`src/rtl/binary_expander.sv`:
```
// rtl/binary_expander.sv - serialises a packed binary word into fixed-point 1.0/0.0 samples
module binary_expander #(
  parameter int DWIDTH    = 32,
  parameter int frac      = 24,
  parameter int NBITS     = 16,
  parameter int MSB_FIRST = 0
) (
  input  logic                     clk,
  input  logic                     reset,
  input  logic                     en,
  input  logic [NBITS-1:0]         in_word,
  input  logic                     in_valid,
  output logic                     in_ready,
  output logic [DWIDTH-1:0]        out_data,
  output logic [$clog2(NBITS)-1:0] out_idx,
  output logic                     out_valid,
  input  logic                     out_ready,
  output logic                     out_last
);

  localparam int IW = $clog2(NBITS);
  localparam logic [0:0] IDLE = 1'b0;
  localparam logic [0:0] EMIT = 1'b1;
  localparam logic [IW-1:0]     LAST_CNT = IW'(NBITS - 1);
  localparam logic [DWIDTH-1:0] ONE      = DWIDTH'(1) << frac;

  logic [0:0]       state;
  logic [NBITS-1:0] shreg;
  logic [IW-1:0]    cnt;
  logic             emit;
  logic             cur;
  logic             accept;
  logic             beat;

  assign emit = (state == EMIT);
  assign cur  = (MSB_FIRST != 0) ? shreg[NBITS-1] : shreg[0];

  // in_ready is gated by reset so it reads 0 while reset is held
  assign in_ready  = reset & en & ~emit;
  assign out_valid = en & emit;
  assign out_data  = (emit & cur) ? ONE : '0;
  assign out_idx   = emit ? ((MSB_FIRST != 0) ? (LAST_CNT - cnt) : cnt) : '0;
  assign out_last  = emit & (cnt == LAST_CNT);

  assign accept = in_ready & in_valid;
  assign beat   = out_valid & out_ready;

  always_ff @(posedge clk or negedge reset) begin
    if (!reset) begin
      state <= IDLE;
      shreg <= '0;
      cnt   <= '0;
    end else if (accept) begin
      shreg <= in_word;
      cnt   <= '0;
      state <= EMIT;
    end else if (beat) begin
      shreg <= (MSB_FIRST != 0) ? (shreg << 1) : (shreg >> 1);
      if (cnt == LAST_CNT) begin
        cnt   <= '0;
        state <= IDLE;
      end else begin
        cnt <= cnt + 1'b1;
      end
    end
  end

endmodule

```
`config.mk`:
```
export PLATFORM = sky130hd
export DESIGN_NAME = binary_expander
export DESIGN_NICKNAME = d
export VERILOG_FILES = /design/src/rtl/binary_expander.sv
export SDC_FILE = /design/constraint.sdc
export NUM_CORES = 1
export LEC_CHECK = 0
export ABC_AREA = 1
export CAP_MARGIN = 20
export CELL_PAD_IN_SITES_DETAIL_PLACEMENT = 0
export CELL_PAD_IN_SITES_GLOBAL_PLACEMENT = 1
export CORE_MARGIN = 3
export CORE_UTILIZATION = 33
export DETAILED_ROUTE_END_ITERATION = 10
export PLACE_DENSITY_LB_ADDON = 0.1
export RECOVER_POWER = 25
export SLEW_MARGIN = 20
export SYNTH_ARGS = -nofsm -noshare
export SYNTH_HDL_FRONTEND = slang
export SYNTH_SLANG_ARGS = --single-unit
export TNS_END_PERCENT = 50
```
`constraint.sdc`:
```
create_clock -name clk -period 2.3 [get_ports clk]
set_input_delay 0.575 -clock clk [delete_from_list [all_inputs] [get_ports clk]]
set_output_delay 0.575 -clock clk [all_outputs]
set_load 0.01 [all_outputs]
```
* Word-level counts from Yosys, hierarchy flattened *
Cells that the tools add are included.

cells by class
  bitwise gates (word level) = 8
  equality and inequality tests = 1
  reduce and logical (&&, ||, !) cells = 3
  add/subtract/negate cells = 1
  muxes and demuxes = 10

operators with widths
  operator                                                        number
  16-bit 2-to-1 mux                                               2
  25-bit 2-to-1 mux                                               1
  4-bit 2-to-1 mux                                                4
  1-bit AND                                                       7
  4-bit by 1-bit adder with 4-bit output (second input constant)  1
  4-bit == test (second input constant)                           1
  2-bit nonzero test                                              2
  1-bit 2-to-1 mux                                                3
  2-bit AND reduction                                             1
  1-bit NOT                                                       1

storage, ports and cells
  flip-flop bits (word level) = 21
  bits of input ports = 21

* Depth between registers and ports, before layout *
  word-level depth = 5
  mapped depth = 7
  mapped depth without buffers = 6

* Least setup slack after synthesis *
OpenSTA, ideal clock, no wires.

  kind = input port to output port
  start point = input port en
  end point = output port in_ready
  arrival = 1.009 ns
  data required time = 1.725 ns
  stages = 4
  slack = 0.716 ns
  cells stage by stage = buf_6 -> nand2_4 -> nor2_8 -> buf_8

on the way
  longest elaborated chain between the ends = 2

ends and longest elaborated chain
  element                  line  source
  from (decl)              10    input logic en,
  1-bit AND (2 in series)  39    assign in_ready = reset & en & ~emit;
  to (decl)                13    output logic in_ready,

Every way passes these cells.

* Final worst setup path *
  start point = input port reset
  end point = output port in_ready

on the way
  longest elaborated chain between the ends = 2

ends and longest elaborated chain
  element                  line  source
  from (decl)              9     input logic reset,
  1-bit AND (2 in series)  39

Every way passes these cells.

==> flow_metrics.tcl <==
set metrics [dict create \
    outcome "finished clean" \
    powerDensity_mw_per_mm2 785 \
    timing.fmax_mhz 452 \
    drtPass1Iterations 4 \
    crit_type "in2out" \
    io-pin-count 60 \
    regToRegStartpoint "emit" \
    slew_violations 0 \
    drc_errors 0 \
    ys_seq_area_frac 0.331 \
    fp.dieW_um 75.4 \
    ys_ff_latch 21 \
    critPathBufInv 2 \
    path_clk_slew_ns 0.08 \
    track_usage 0.134 \
    avgSynthCellArea_um2 7.19 \
    vias 1362 \
    ant_nets 0 \
    hold_violations 0 \
    whs_ns 0.514 \
    vias_per_cell 4.52 \
    max_cap_violations 0 \
    nets 272 \
    max_stage_delay_ns 0.59 \
    synthCells 221 \
    finalSetupViolCount 0 \
    cts_buffers 3 \
    cp_slowest_cell "dlygate4sd3_1" \
    drt-total-wl_um 3400 \
    worstHoldStart "shreg[2]" \
    die_area_mm2 0.00568 \
    cp_cell_sequence "dlygate4sd3_1 -> nand2_4 -> nor2_8 -> dlygate4sd2_1" \
    grt_pass1_wl_um 5950 \
    wire_per_inst_um 11.3 \
    timing.final.crit_share 0.963 \
    yosysWarnings 0 \
    rows 24 \
    hold_end "shreg[2]" \
    synth_area_mm2 0.00159 \
    syn_to_final_growth_pct 15.5 \
    grt.overflow.total 0 \
    gp_congestion 0.740 \
    cts_buffer_depth 2 \
    dieHeight_um 75.4 \
    whs_path_depth 2 \
    drive_gt1_frac 0.0843 \
    multi_input_area_um2 736 \
    regArea_um2 528 \
    fillers 506 \
    finalCoreUtilization 0.408 \
    dpl.hpwl_um 2410 \
    synth.distinct_cells 18 \
    grt_antenna_before_repair 0 \
    max-vdd-ir-drop_uv 426 \
    worstHoldPathType "reg2reg" \
    clkSinkCount 21 \
    setup_tns_ns 0 \
    arrival_ns 1.64 \
    grt_pass1_vias 1264 \
    reg2reg_slack_ns 0.81 \
    cts_tree "done" \
    critPathLaunch "reset" \
    drt_iter0_drc 86 \
    grt_setup_unrepaired "false" \
    cts-root-buf "clkbuf_8" \
    grt_max_degree 25 \
    reg2reg_depth 7 \
    h-tree-depth 1 \
    start_util 0.353 \
    core_mm2 0.00450 \
    p_leak_nw 1.06 \
    end_kind "primary output" \
    critical_path.top_delay_family "buffers and inverters" \
    start_kind "primary input" \
    crit_path_max_fanout 2 \
    port_buffers 28 \
    cp.required_ns 1.73 \
    skew_ns 0.00544 \
    fin_crit_ns 2.21 \
    reg2reg_to "shreg[10]" \
    clk_latency_ns 0.26 \
    antennaDiodeCount 0 \
]
-- worst max path at each step --
stage,cells after the start,endpoint,slack (ns)
floorplan,4,in_ready,0.72
global placement,4,in_ready,-0.15
detailed placement,4,in_ready,-0.15
CTS,3,out_last,0.03
global route,4,out_last,0.01
finish,4,in_ready,0.09
-- tightest hold or removal path, stage by stage (launching register included) --
cell and delay (ns):
dfrtp_1 0.35, nand3_1 0.08, nand2_1 0.06
-- registers in the layout (all words and copies together), names as in the netlist --
register  cells
cnt           4
emit          1
shreg        16
-- where the power goes --
part | total [mW] | switching [mW] | internal (mW)
clock network | 0.250 | 0.126 | 0.124
registers | 0.652 | 0.120 | 0.532
logic | 0.539 | 0.279 | 0.260
total | 1.44 | 0.526 | 0.915
-- placed cells by master (no fill, tap or decap), types with 2 or more instances in the layout --
master	synthesis	layout
nand4_1	16	16
buf_4	35	12
nand2_1	64	64
dfrtp_1	21	19
dfrtp_2	0	2
nand3_1	37	37
clkbuf_8	0	3
conb_1	1	31
dlygate4sd2_1	0	2
clkdlybuf4s50_1	0	25
nor2_1	5	5
inv_1	24	24
-- layout make-up --
| class | instances | area share |
|---|---|---|
| timing repair buffer | 40 | 0.200 |
| tap | 52 | 0.0354 |
| multi-input combinational | 159 | 0.401 |
| clock buffer | 4 | 0.0245 |
| inverter | 25 | 0.0511 |
| sequential | 21 | 0.288 |
-- logic make-up after synthesis --
| kind of cell | count (synthesis) | share of synthesized area |
|---|---|---|
| AND/OR/NAND/NOR | 125 | 0.376 |
| buffers and inverters | 71 | 0.277 |
| flip-flops | 21 | 0.331 |
| AO/OA/AOI/OAI | 2 | 0.00629 |
| adder cells (fa/ha/maj) | 1 | 0.00787 |
| other | 1 | 0.00236 |
-- cell usage after synthesis --
library cell / n / area [um^2]
a21oi_1: 1 / 5.00
dfrtp_1: 21 / 526
inv_2: 1 / 3.75
nand3_1: 37 / 185
conb_1: 1 / 3.75
nor2_1: 5 / 18.8
nand2_1: 64 / 240
nand4_1: 16 / 100
buf_8: 1 / 15.0
buf_4: 35 / 263
inv_1: 24 / 90.1
o21ai_1: 1 / 5.00
nand4_4: 1 / 21.3
nor2_8: 1 / 20.0
buf_6: 3 / 33.8
ha_1: 1 / 12.5
buf_2: 7 / 35.0
nand2_4: 1 / 11.3
-- timing repair --
action / 4_1_cts / 5_1_grt
hold buffers: 0 / 0
gates resized for setup: 2 / 2
hold endpoints to repair: 0 / 0
endpoints found under the setup margin: 2 / 2
buffers inserted: 0 / 1
-- per-stage QoR --
step / instance area, um^2 / power (mW) / instances / worst slack (ns)
floorplan: 1700 / 1.03 / 251 / 0.716
global placement: 1780 / 1.19 / 296 / -0.149
detailed placement: 1780 / 1.19 / 296 / -0.150
CTS: 1830 / 1.44 / 300 / 0.0335
global route: 1840 / 1.58 / 301 / 0.0105
finish: 1840 / 1.44 / 301 / 0.0854
-- metal layers --
layer	vias to the layer above	share of wire	global-route usage
met5	-	0	0
met4	0	0.0041	0.0233
met3	2	0.052	0.0277
met2	37	0.49	0.234
met1	630	0.46	0.174
li1	693	-	-
Power figures use the tool's default switching activity.
